**src/rtl/pow_5_rr_arbiter_if.sv**
```systemverilog
// Handshake and datapath bundle between two requesters, the arbiter and one pow_5 unit.
// slave: the arbiter's view. master: the surrounding clients and unit.
interface pow_5_rr_arbiter_if #(
    parameter int unsigned w = 8
);
    logic         a_vld;
    logic [w-1:0] a_n;
    logic         a_rdy;
    logic         b_vld;
    logic [w-1:0] b_n;
    logic         b_rdy;
    logic         pow_n_vld;
    logic [w-1:0] pow_n;
    logic         pow_res_vld;
    logic [w-1:0] pow_res;
    logic         a_res_vld;
    logic [w-1:0] a_res;
    logic         b_res_vld;
    logic [w-1:0] b_res;
    logic         err;

    modport slave (
        input  a_vld, a_n, b_vld, b_n, pow_res_vld, pow_res,
        output a_rdy, b_rdy, pow_n_vld, pow_n, a_res_vld, a_res, b_res_vld, b_res, err
    );

    modport master (
        output a_vld, a_n, b_vld, b_n, pow_res_vld, pow_res,
        input  a_rdy, b_rdy, pow_n_vld, pow_n, a_res_vld, a_res, b_res_vld, b_res, err
    );
endinterface

```
**src/rtl/pow_5_rr_arbiter.sv**
```systemverilog
// pow_5_rr_arbiter: shares one pipelined pow_5 unit between requesters A and B.
// Grants at most one issue per cycle, tracks the owner of each in-flight operation in a
// tag pipeline matched to the unit latency and routes each result back to its owner.
// Build option: define POW_5_ARB_FIXED_PRIO_EN for fixed priority (A always beats B);
// left undefined, contention is resolved round-robin.
module pow_5_rr_arbiter #(
    parameter int unsigned w   = 8,
    parameter int unsigned LAT = 2   // unit latency pow_n_vld -> pow_res_vld, >= 1
) (
    input logic               clk,
    input logic               rst_n,
    pow_5_rr_arbiter_if.slave bus_io
);
    typedef enum logic {
        IdA = 1'b0,
        IdB = 1'b1
    } req_id_e;

    typedef struct packed {
        logic    vld;
        req_id_e id;
    } tag_t;

    logic    grant_a;
    logic    grant_b;
    logic    grant_any;
    req_id_e grant_id;

`ifdef POW_5_ARB_FIXED_PRIO_EN
    // Fixed priority: B is served only while A is idle.
    always_comb begin
        grant_a = bus_io.a_vld;
        grant_b = bus_io.b_vld & ~bus_io.a_vld;
    end
`else
    req_id_e last_q;
    req_id_e last_d;

    // Round-robin grant: on contention the requester not served last wins.
    always_comb begin
        grant_a = 1'b0;
        grant_b = 1'b0;
        last_d  = last_q;
        if (bus_io.a_vld && bus_io.b_vld) begin
            grant_a = (last_q == IdB);
            grant_b = (last_q == IdA);
        end else begin
            grant_a = bus_io.a_vld;
            grant_b = bus_io.b_vld;
        end
        if (grant_a) begin
            last_d = IdA;
        end else if (grant_b) begin
            last_d = IdB;
        end
    end

    // Pointer resets to B so that A wins the first contention.
    always_ff @(posedge clk or negedge rst_n) begin
        if (!rst_n) begin
            last_q <= IdB;
        end else begin
            last_q <= last_d;
        end
    end
`endif

    assign grant_any    = grant_a | grant_b;
    assign grant_id     = grant_b ? IdB : IdA;
    assign bus_io.a_rdy = grant_a;
    assign bus_io.b_rdy = grant_b;

    // Stage 0 is the issue-stage tag (aligned with pow_n_vld); stage LAT lines up with
    // pow_res_vld.
    logic               pow_n_vld_q;
    logic [w-1:0]       pow_n_q;
    tag_t [LAT:0]       tag_q;
    tag_t               tag_in;
    tag_t               tag_out;

    assign tag_in.vld = grant_any;
    assign tag_in.id  = grant_id;
    assign tag_out    = tag_q[LAT];

    // Issue valid and tag pipeline; reset discards every in-flight tag.
    always_ff @(posedge clk or negedge rst_n) begin
        if (!rst_n) begin
            pow_n_vld_q <= 1'b0;
            tag_q       <= '0;
        end else begin
            pow_n_vld_q <= grant_any;
            tag_q       <= {tag_q[LAT-1:0], tag_in};
        end
    end

    // Issue operand: data only, meaningful while pow_n_vld is high.
    always_ff @(posedge clk) begin
        if (grant_any) begin
            pow_n_q <= grant_b ? bus_io.b_n : bus_io.a_n;
        end
    end

    logic         ret_vld;
    logic         a_res_vld_q;
    logic         b_res_vld_q;
    logic [w-1:0] a_res_q;
    logic [w-1:0] b_res_q;
    logic         err_q;

    // A result without a valid tag is dropped rather than routed.
    assign ret_vld = bus_io.pow_res_vld & tag_out.vld;

    // Return valids and sticky error on any disagreement between unit and tag timing.
    always_ff @(posedge clk or negedge rst_n) begin
        if (!rst_n) begin
            a_res_vld_q <= 1'b0;
            b_res_vld_q <= 1'b0;
            err_q       <= 1'b0;
        end else begin
            a_res_vld_q <= ret_vld & (tag_out.id == IdA);
            b_res_vld_q <= ret_vld & (tag_out.id == IdB);
            err_q       <= err_q | (bus_io.pow_res_vld != tag_out.vld);
        end
    end

    // Return data: captured only on a valid return to its owner.
    always_ff @(posedge clk) begin
        if (ret_vld) begin
            if (tag_out.id == IdA) begin
                a_res_q <= bus_io.pow_res;
            end else begin
                b_res_q <= bus_io.pow_res;
            end
        end
    end

    assign bus_io.pow_n_vld = pow_n_vld_q;
    assign bus_io.pow_n     = pow_n_q;
    assign bus_io.a_res_vld = a_res_vld_q;
    assign bus_io.a_res     = a_res_q;
    assign bus_io.b_res_vld = b_res_vld_q;
    assign bus_io.b_res     = b_res_q;
    assign bus_io.err       = err_q;
endmodule
```
**src/flat_wrapper.sv**
```systemverilog
// flat-port wrapper written by rule: the top's interface ports become plain ports
module pow_5_rr_arbiter_flat 
#(
    parameter int unsigned w   = 8,
    parameter int unsigned LAT = 2                                                 
)
  (clk, rst_n, bus_io_a_vld, bus_io_a_n, bus_io_b_vld, bus_io_b_n, bus_io_pow_res_vld, bus_io_pow_res, bus_io_a_rdy, bus_io_b_rdy, bus_io_pow_n_vld, bus_io_pow_n, bus_io_a_res_vld, bus_io_a_res, bus_io_b_res_vld, bus_io_b_res, bus_io_err);
  pow_5_rr_arbiter_if #(.w(w)) bus_io_i ();
  input logic clk;
  input logic rst_n;
  input wire logic [$bits(bus_io_i.a_vld)-1:0] bus_io_a_vld;
  input wire logic [$bits(bus_io_i.a_n)-1:0] bus_io_a_n;
  input wire logic [$bits(bus_io_i.b_vld)-1:0] bus_io_b_vld;
  input wire logic [$bits(bus_io_i.b_n)-1:0] bus_io_b_n;
  input wire logic [$bits(bus_io_i.pow_res_vld)-1:0] bus_io_pow_res_vld;
  input wire logic [$bits(bus_io_i.pow_res)-1:0] bus_io_pow_res;
  output wire logic [$bits(bus_io_i.a_rdy)-1:0] bus_io_a_rdy;
  output wire logic [$bits(bus_io_i.b_rdy)-1:0] bus_io_b_rdy;
  output wire logic [$bits(bus_io_i.pow_n_vld)-1:0] bus_io_pow_n_vld;
  output wire logic [$bits(bus_io_i.pow_n)-1:0] bus_io_pow_n;
  output wire logic [$bits(bus_io_i.a_res_vld)-1:0] bus_io_a_res_vld;
  output wire logic [$bits(bus_io_i.a_res)-1:0] bus_io_a_res;
  output wire logic [$bits(bus_io_i.b_res_vld)-1:0] bus_io_b_res_vld;
  output wire logic [$bits(bus_io_i.b_res)-1:0] bus_io_b_res;
  output wire logic [$bits(bus_io_i.err)-1:0] bus_io_err;
  assign bus_io_i.a_vld = bus_io_a_vld;
  assign bus_io_i.a_n = bus_io_a_n;
  assign bus_io_i.b_vld = bus_io_b_vld;
  assign bus_io_i.b_n = bus_io_b_n;
  assign bus_io_i.pow_res_vld = bus_io_pow_res_vld;
  assign bus_io_i.pow_res = bus_io_pow_res;
  assign bus_io_a_rdy = bus_io_i.a_rdy;
  assign bus_io_b_rdy = bus_io_i.b_rdy;
  assign bus_io_pow_n_vld = bus_io_i.pow_n_vld;
  assign bus_io_pow_n = bus_io_i.pow_n;
  assign bus_io_a_res_vld = bus_io_i.a_res_vld;
  assign bus_io_a_res = bus_io_i.a_res;
  assign bus_io_b_res_vld = bus_io_i.b_res_vld;
  assign bus_io_b_res = bus_io_i.b_res;
  assign bus_io_err = bus_io_i.err;
  pow_5_rr_arbiter #(.w(w), .LAT(LAT)) u_core (.clk(clk), .rst_n(rst_n), .bus_io(bus_io_i));
endmodule
```
**config.mk**
```make
export PLATFORM = sky130hd
export DESIGN_NAME = pow_5_rr_arbiter_flat
export DESIGN_NICKNAME = d
export VERILOG_FILES = /design/src/rtl/pow_5_rr_arbiter_if.sv /design/src/rtl/pow_5_rr_arbiter.sv /design/src/flat_wrapper.sv
export SDC_FILE = /design/constraint.sdc
export NUM_CORES = 1
export LEC_CHECK = 0
export ABC_AREA = 1
export CAP_MARGIN = 25
export CORE_UTILIZATION = 39
export CTS_CLUSTER_DIAMETER = 40
export DETAILED_ROUTE_END_ITERATION = 10
export PLACE_DENSITY_LB_ADDON = 0.15
export SETUP_SLACK_MARGIN = 0.02
export SYNTH_ARGS = -nofsm -noshare
export SYNTH_HDL_FRONTEND = slang
export SYNTH_SLANG_ARGS = --single-unit
```
**constraint.sdc**
```tcl
create_clock -name clk -period 1.7 [get_ports clk]
set_input_delay 0.425 -clock clk [delete_from_list [all_inputs] [get_ports clk]]
set_output_delay 0.425 -clock clk [all_outputs]
set_load 0.02 [all_outputs]
```
==> results of run 1 <==
[kinds of logic after synthesis]
family	count (synthesis)	synth area share [%]
compound gates	2	1.07
simple gates	30	12.0
buf+inv	7	2.88
fa+ha+maj	1	1.07
flops	34	83.0
[cells in the mapped netlist, drive strengths merged]
cell    number  area [sq um]
edfxtp      24           721
nand2       20          90.1
dfrtp        9           225
nand3        8          40.0
inv          6          22.5
a21oi        1          5.00
buf          1          11.3
dfstp        1          26.3
ha           1          12.5
nor2         1          3.75
o21a         1          7.51
or2          1          6.26
[worst reg2reg max path: stages (launching register included)]
cell and delay [ns]:
dfstp_2 0.58, nand2_4 0.07, buf_4 0.16, nand3_1 0.07, nand2_1 0.07
[flip-flops by register name, summed over array words and instances, names as in the netlist, 2 cells and up]
signal and flops:
u_core.bus_io.a_res 8, u_core.bus_io.b_res 8, u_core.bus_io.pow_n 8, u_core.tag_q 3, u_core.tag_out 2
[routing by layer]
layer  track usage [%]  routed length (um)
met5                 0                   0
met3              7.37                 236
met1              13.9                 742
met4              6.27                  37
met2              27.2                1110
[power by group]
group          total (mW)  internal (mW)  leakage, nW  switching [mW]
Sequential          0.971          0.955        0.345          0.0168
Clock               0.389          0.147       0.0277           0.242
Combinational       0.272          0.131        0.440           0.141
[worst paths after layout]
path	startpoint	end	slack (ns)	depth (start not counted)
max in group asynchronous	rst_n	u_core.last_q	0.96	1
min in group asynchronous	rst_n	u_core.tag_out[1]	0.40	1
hold reg to reg	u_core.tag_q[2]	u_core.tag_out[0]	0.36	0
setup reg to reg	u_core.last_q	u_core.bus_io.pow_n[7]	0.52	4
hold / removal	u_core.tag_q[2]	u_core.tag_out[0]	0.36	0
setup / recovery	u_core.last_q	bus_io_a_rdy	0.07	3
[stage by stage]
| step | std cells | instance area (sq um) | util [%] |
|---|---|---|---|
| finish | 177 | 1850 | 65.8 |
| global route | 177 | 1850 | 65.8 |
| CTS | 177 | 1830 | 65.3 |
| detailed placement | 169 | 1830 | 65.3 |
| global placement | 169 | 1830 | 65.3 |
| floorplan | 74 | 1170 | - |
[timing repair]
action,4_1_cts,5_1_grt
pin swaps,0,0
gates resized for setup,38,5
setup endpoints to repair,30,2
[area by class of cell]
class	instances	area share (%)
Clock buffer	5	2.03
Clock inverter	3	0.610
Inverter	6	1.22
Multi-Input combinational cell	33	9.15
Sequential cell	34	52.7
Tap cell	31	2.10
Timing Repair Buffer	65	32.2
==> impl_summary.txt, run 1 <==
----------------------------------------------------
[Status]
  Result of the run ... complete, but fails checks
  Violations in the final reports ... design-rule violations

[Yosys]
  Count of unique library cells instantiated by Yosys ... 13
  Post-Synthesis Cells ... 74
  Number of nets in the synthesized netlist ... 104
  Warnings, synthesis ... 0
  Share of synthesized area occupied by flip-flops and latches ... 83.0%
  Synth Cell Area ... 0.00117 sq mm
  Post-synthesis area per instance ... 15.8 sq um
  Synth Register Bits ... 34

[Floorplan]
  Die X ... 56.8 um
  Placement row count ... 19
  Starting Density ... 41.7%
  Core region area ... 0.00281 sq mm
  Count of boundary I/O pins ... 59
  Y dimension of the die ... 56.8 um
  Die footprint ... 0.00323 sq mm

[GRT]
  Pin count of the biggest net entering global routing ... 11
  Vias in the first global route ... 801
  Tot GR Track Use ... 14.9%
  First-pass GRT wire length ... 3410 um
  Antenna violations before repair ... 0
  Gr ovfl total ... 0

[Clock tree]
  Worst-skew pair later-pin latency ... 0.32 ns
  Clock sinks ... 34
  Number of levels the H-tree was split into ... 2
  Maximum count of clock buffers along a single path ... 2
  Clock tree from TritonCTS ... built
  Buffer cell driving the clock tree root ... clkbuf_4
  Register clock-pin slew on the reported worst setup and hold paths ... 0.09 ns
  Clock buffer count from CTS ... 5
  Post-cts hold buffer count ... 0
  Setup Fix Bufs, Post-CTS ... 0

[Worst hold path]
  Type of the most critical hold path ... reg2reg

[Final layout]
  Synthesis-to-layout area growth ... 57.6%
  Inserted Diodes ... 0
  Ratio of cells with drive above 1 in the final layout ... 13.7%
  Number of filler cells placed in the layout ... 227
  Sequential Area ... 972 sq um
  Total area of multi-input combinational cells ... 169 sq um
  Most common cell after layout, fill and taps aside ... dlygate4sd2_1
  Most frequent cells in the layout ... dlygate4sd2_1, clkdlybuf4s50_1, edfxtp_1
  Post-layout nets ... 175

[Timing]
  Final hold violation count ... 0
  Count of final max-slew check failures ... 0
  Largest clock skew in the final design ... 0.00844 ns
  Worst hold slack ... 0.363 ns
  Post-Route Setup TNS ... 0 ns
  Finish-stage setup viols ... 0
  Unrepaired setup endpoints after global routing ... yes
  Least setup slack across all paths after layout ... 0.0729 ns
  Tightest Pin Transition ... 0.436 ns
  Tmin final ... 1.63 ns
  Share of the clock period used by the worst path after layout ... 95.7%
  Highest clock rate ... 0.615 GHz
  Relative slew slack ... 70.9%

[Worst setup path]
  Bufs and invs on worst path ... 2
  Largest stage delay on the critical path ... 0.58 ns
  Worst Path Arrival ... 1.20 ns
  Family with the most delay on the worst path ... flip-flops
  Critical path class ... reg2out
  Cells traversed along the worst timing path ... inv_1 > a21oi_2 > buf_4
  Crit Path Max Fanout ... 3
  Cell type of the slowest stage on the worst timing path ... dfstp_2
  Endpoint class of the critical path ... primary output
  Critical path launch point type ... flop
  WP data required ... 1.27 ns

[Drt]
  DRC viols ... 10
  Initial detailed-routing violation count ... 19
  Per-cell routed wire length ... 12.0 um
  Vias post-DR ... 796
  First-pass iteration count of the detailed router ... 6
  Per-cell via count in the routed design ... 4.50
  Routed wire length ... 2120 um
  Routed Antenna Nets ... 0

[Pwr]
  Pwr Density ... 884 mW/mm^2
  Worst IR drop on VDD ... 0.519 mV
  Total Power ... 1.63 mW
  Leakage power summed over all cells ... 0.812 nW

[Place]
  Detail Placement HPWL ... 1680 um
  # port buffers ... 58
  Setup Slack @ Placement ... -0.482 ns
  Final GP Congestion ... 0.706

[Job]
  Max-cap violations ... 0

----------------------------------------------------
No activity file was read; power rests on OpenSTA's default activity.
==> run 2: changes to the inputs <==
Settings changed: CTS_CLUSTER_SIZE from default to 12.
==> results of run 2 <==
Same layout as run 1: the final DEF is identical, and so are final timing and power.
==> patch 1, RTL diff (flow settings as in run 2) <==
`LAT` is set to 2 in 2 places; all go to 1.
--- a/src/rtl/pow_5_rr_arbiter.sv
+++ b/src/rtl/pow_5_rr_arbiter.sv
@@ -7,3 +7,3 @@
     parameter int unsigned w   = 8,
-    parameter int unsigned LAT = 2   // unit latency pow_n_vld -> pow_res_vld, >= 1
+    parameter int unsigned LAT = 1   // unit latency pow_n_vld -> pow_res_vld, >= 1
 ) (
--- a/src/flat_wrapper.sv
+++ b/src/flat_wrapper.sv
@@ -4,3 +4,3 @@
     parameter int unsigned w   = 8,
-    parameter int unsigned LAT = 2                                                 
+    parameter int unsigned LAT = 1                                                 
 )
Formal check against the unedited RTL: not equivalent (Yosys sat finds a counterexample within 4 cycles, from zero or initial values and one cycle with rst_n low).
==> patch 1 against run 2 <==
Synthesized area down 4.3%. Sequential cell count down 2. Final area down 3.1%. Wire length down 3.1%. Clock power down 2%. Worst setup slack better by 16 ps. Total power down 3.7%. Via count down 1.8%. Critical path type unchanged.
==> patch 1: results (changes against run 2) <==
use_met2_pct: 28.23  # +1.0 points
first_iter_violations: 6  # -13
grt_usage_pct: 15.25  # +0.35 points
synthTopCellsByCount: "edfxtp_1, nand2_1, nand3_1"
power.density_mw_per_mm2: 879.6  # -0.55%
buf_share_pct: 32.82  # +0.62 points
via_per_inst: 4.494  # about the same
swShare_pct: 24.10  # -0.36 points
clockBufferCount: 7  # +2
p_clk_share_pct: 24.3  # +0.5 points
outcome: "finished clean"
synth_compound_area_share_pct: 1.116  # +0.048 points
layout-drive-gt1-share_pct: 13.99  # +0.29 points
p_leak_nw: 0.7836  # -3.5%
worst_pin_slew_ps: 356.1  # -79.45 ps
finalClockSkew_ps: 5.023  # -3.420 ps
regArea_um2: 922.1  # -5.1%
met2WireLength_um: 1090  # -1.5%
ir_worst_vdd_mv: 0.7151  # +38%
final-clk-cell-share_pct: 2.729  # +0.085 points
globalplace.congestion: 0.6547  # -7.3%
final_nets: 172  # -1.7%
num-fill-cells: 226  # -0.44%
synthTopCellsByArea: "edfxtp_1, dfrtp_1, nand2_1, nand3_1, dfstp_2"
grt_pass1_wl_um: 3387  # -0.62%
seq_cell_power_mw: 0.920  # -5.3%
dr_wl_met3_um: 237  # +0.42%
grt_max_degree: 10  # -1
routedWlPerCell_um: 11.83  # -1.4%
synth_nets: 102  # -1.9%
met1_usage_pct: 12.42  # -1.4 points
grt_util_met3_pct: 8.837  # +1.5 points
wl_met1_um: 684  # -7.8%
patch 1: repair_timing:
item / in CTS / in global routing
setup endpoints to repair: 30 / 2
buffers inserted: 0 / 0
resized for setup: 38 / 6
patch 1: logic make-up (layout without fill, tap and decap cells):
logic type               count (synthesis)  count (layout)
buffers and inverters                    7              78
AND/OR/NAND/NOR                         30              30
adder cells (fa/ha/maj)                  1               1
flip-flops                              32              32
AO/OA/AOI/OAI                            2               2
patch 1: critical path: cells and delay by family, from the launching register on:
family | cells | cell delay (ps)
flops | 1 | 580
buf+inv | 2 | 190
compound gates | 1 | 100
patch 1: stage by stage:
step           worst slack, ps  TNS, ps  cell area (µm²)  cells  hold slack (ps)
3_3_place_gp            -459.0    -1562             1774    166            332.9
6_report                 88.54        0             1788    174            355.0
3_5_place_dp            -474.5    -1929             1774    166            337.9
2_1_floorplan            332.3        0             1121     72            129.4
4_1_cts                  23.39        0             1775    174            358.5
5_1_grt                 -13.44   -13.44             1788    174            365.7
==> patch 2, RTL diff (settings of run 2) <==
Without the edit above. Reset style: synchronous (`rst_n`), changed in 3 clocked blocks.
--- a/src/rtl/pow_5_rr_arbiter.sv
+++ b/src/rtl/pow_5_rr_arbiter.sv
@@ -58,3 +58,3 @@
     // Pointer resets to B so that A wins the first contention.
-    always_ff @(posedge clk or negedge rst_n) begin
+    always_ff @(posedge clk) begin
         if (!rst_n) begin
@@ -85,3 +85,3 @@
     // Issue valid and tag pipeline; reset discards every in-flight tag.
-    always_ff @(posedge clk or negedge rst_n) begin
+    always_ff @(posedge clk) begin
         if (!rst_n) begin
@@ -113,3 +113,3 @@
     // Return valids and sticky error on any disagreement between unit and tag timing.
-    always_ff @(posedge clk or negedge rst_n) begin
+    always_ff @(posedge clk) begin
         if (!rst_n) begin
Behaviour: not the same (a bounded check fails within 4 cycles, from zero or initial values and one cycle with rst_n low).
==> patch 2 against run 2 <==
Final area up 2.6%. Wire length increased by 5.7%. Total power down 5.4%. Synthesized cell count grew 23%. Worst setup slack better by 21 ps. Sequential cell count stayed put. Combinational power down 19%. Sequential share of layout area is 4.0 points lower. Synthesized area up 5.0%. Largest power group unchanged. Critical path depth up 2.
==> patch 2: results (changes against run 2) <==
clockBufferDepth: 2  # unchanged
via_per_inst: 4.181  # -7.0%
grt_pass1_wl_um: 3739  # +9.7%
ir_worst_vdd_mv: 0.4330  # -17%
hpwl_um: 1719  # +2.3%
p_clk_share_pct: 25.4  # +1.6 points
path_clk_slew_ps: 90  # about the same
hold_start: "u_core.tag_q[3]$_SDFF_PN0_"
syn_inst: 91  # +23%
crit_path_end: "bus_io_b_rdy"
final_cells: 204  # +15%
globalplace.congestion: 0.6691  # -5.3%
num-fill-cells: 275  # +21%
post_dp_cell_area_mm2: 0.001872  # +2.2%
hold-path-endpoint: "u_core.tag_out[1]$_SDFF_PN0_"
min_delay_path_depth: 2  # +2
comb_power_share_pct: 14.3  # -2.4 points
pre_cts_slack_ps: -479.3  # +3.050 ps
critical_path.endpoint_type: "primary output"
drt_first_pass_iters: 4  # -2
r2r_end: "u_core.bus_io.b_res[5]$_DFFE_PP_"
ys_types: 12  # -1
synth_edf_count: 24  # unchanged
antenna_found_initial: 0  # unchanged
reg2reg_slack_ps: 590  # +70 ps
yosysWarnings: 0  # unchanged
r2r_cells: 3  # -1
swShare_pct: 22.99  # -1.5 points
synth_nets: 121  # +16%
layout-drive-gt1-share_pct: 18.13  # +4.4 points
timing.hold.ws_ps: 417.8  # +55.11 ps
p_leak_nw: 0.8635  # +6.3%
arrival_ps: 1180  # -20 ps
reg2reg_from: "u_core.tag_out[1]$_SDFF_PN0_"
hold_path.class: "flip-flop to flip-flop"
synthTopCellsByCount: "edfxtp_1, nand2_2, inv_1"
grt_pass1_vias: 839  # +4.7%
outcome: "finished clean"
post_cts_buffers: 0  # unchanged
slowest_stage: "clkdlybuf4s15_1"
worst_skew_pair.late_latency_ps: 320  # about the same
startpoint: "bus_io_a_vld"
final_nets: 189  # +8.0%
finalClockSkew_ps: 4.749  # -3.694 ps
worst_pin_slew_ps: 311.4  # -124.2 ps
first_iter_violations: 13  # -6
routedWlPerCell_um: 11.00  # -8.3%
layout_min_cycle_time_ps: 1606  # -20.78 ps
ys_seq_area_share_pct: 74.87  # -8.1 points
synthTopCellsByArea: "edfxtp_1, dfxtp_1, nand2_2, nand3_1, inv_1"
grt_usage_pct: 15.29  # +0.40 points
critPathMaxStageDelay_ps: 290  # -290 ps
async_flop_share_pct: 0  # -29 points
==> patch 2: changes by cell type in the layout (fill, tap and decap cells not counted), sizes merged, moves of 2 or more <==
cell / run 2 / this run
inv: 6 / 11
dfxtp: 0 / 10
nor2: 1 / 9
dlygate4sd2: 30 / 28
buf: 9 / 5
dlymetal6s2s: 0 / 2
clkdlybuf4s15: 0 / 2
dfrtp: 9 / 0
nand2: 20 / 24
==> patch 2: logic make-up after synthesis <==
group | Yosys count | share of synthesized area (%)
flip-flops | 34 | 74.87
buffers and inverters | 13 | 5.900
adder cells (fa/ha/maj) | 1 | 1.017
AND/OR/NAND/NOR | 43 | 18.21
==> patch 2: per-stage QoR <==
| step | setup TNS (ps) | power [mW] | util [%] |
|---|---|---|---|
| finish | 0 | 1.544 | 62.56 |
| floorplan | 0 | 1.055 | - |
| CTS | 0 | 1.568 | 62.31 |
| global placement | -1738 | 1.189 | 61.82 |
| global route | 0 | 1.620 | 62.56 |
| detailed placement | -2253 | 1.195 | 61.82 |
==> patch 2: worst max-delay path: cells and delay by family <==
| kind | cells | cell delay, ps |
|---|---|---|
| buffers and inverters | 3 | 620 |
| and+or+nand+nor | 2 | 130 |
==> patch 2: area by class of cell <==
cell class | count | share of cell area (%)
repair buffers | 63 | 31.11
clock buffers | 6 | 2.180
clock inverters | 2 | 0.4624
inverters | 11 | 2.180
flip-flops and latches | 34 | 48.68
well taps | 44 | 2.906
multi-input cells | 44 | 12.48
==> patch 2: timing repair <==
action                                 CTS  global route
setup endpoints to repair               28             4
endpoints found under the hold margin    0             0
resized for setup                       32             4
cloned                                   0             0
==> patch 2: routing by layer <==
layer  vias up  global-route usage (%)  wire, µm
met5         -                       0         0
met4         0                   8.163        27
met3         2                   7.366       209
met2        45                   24.63      1084
met1       371                   16.64       922
li1        435                       -         -
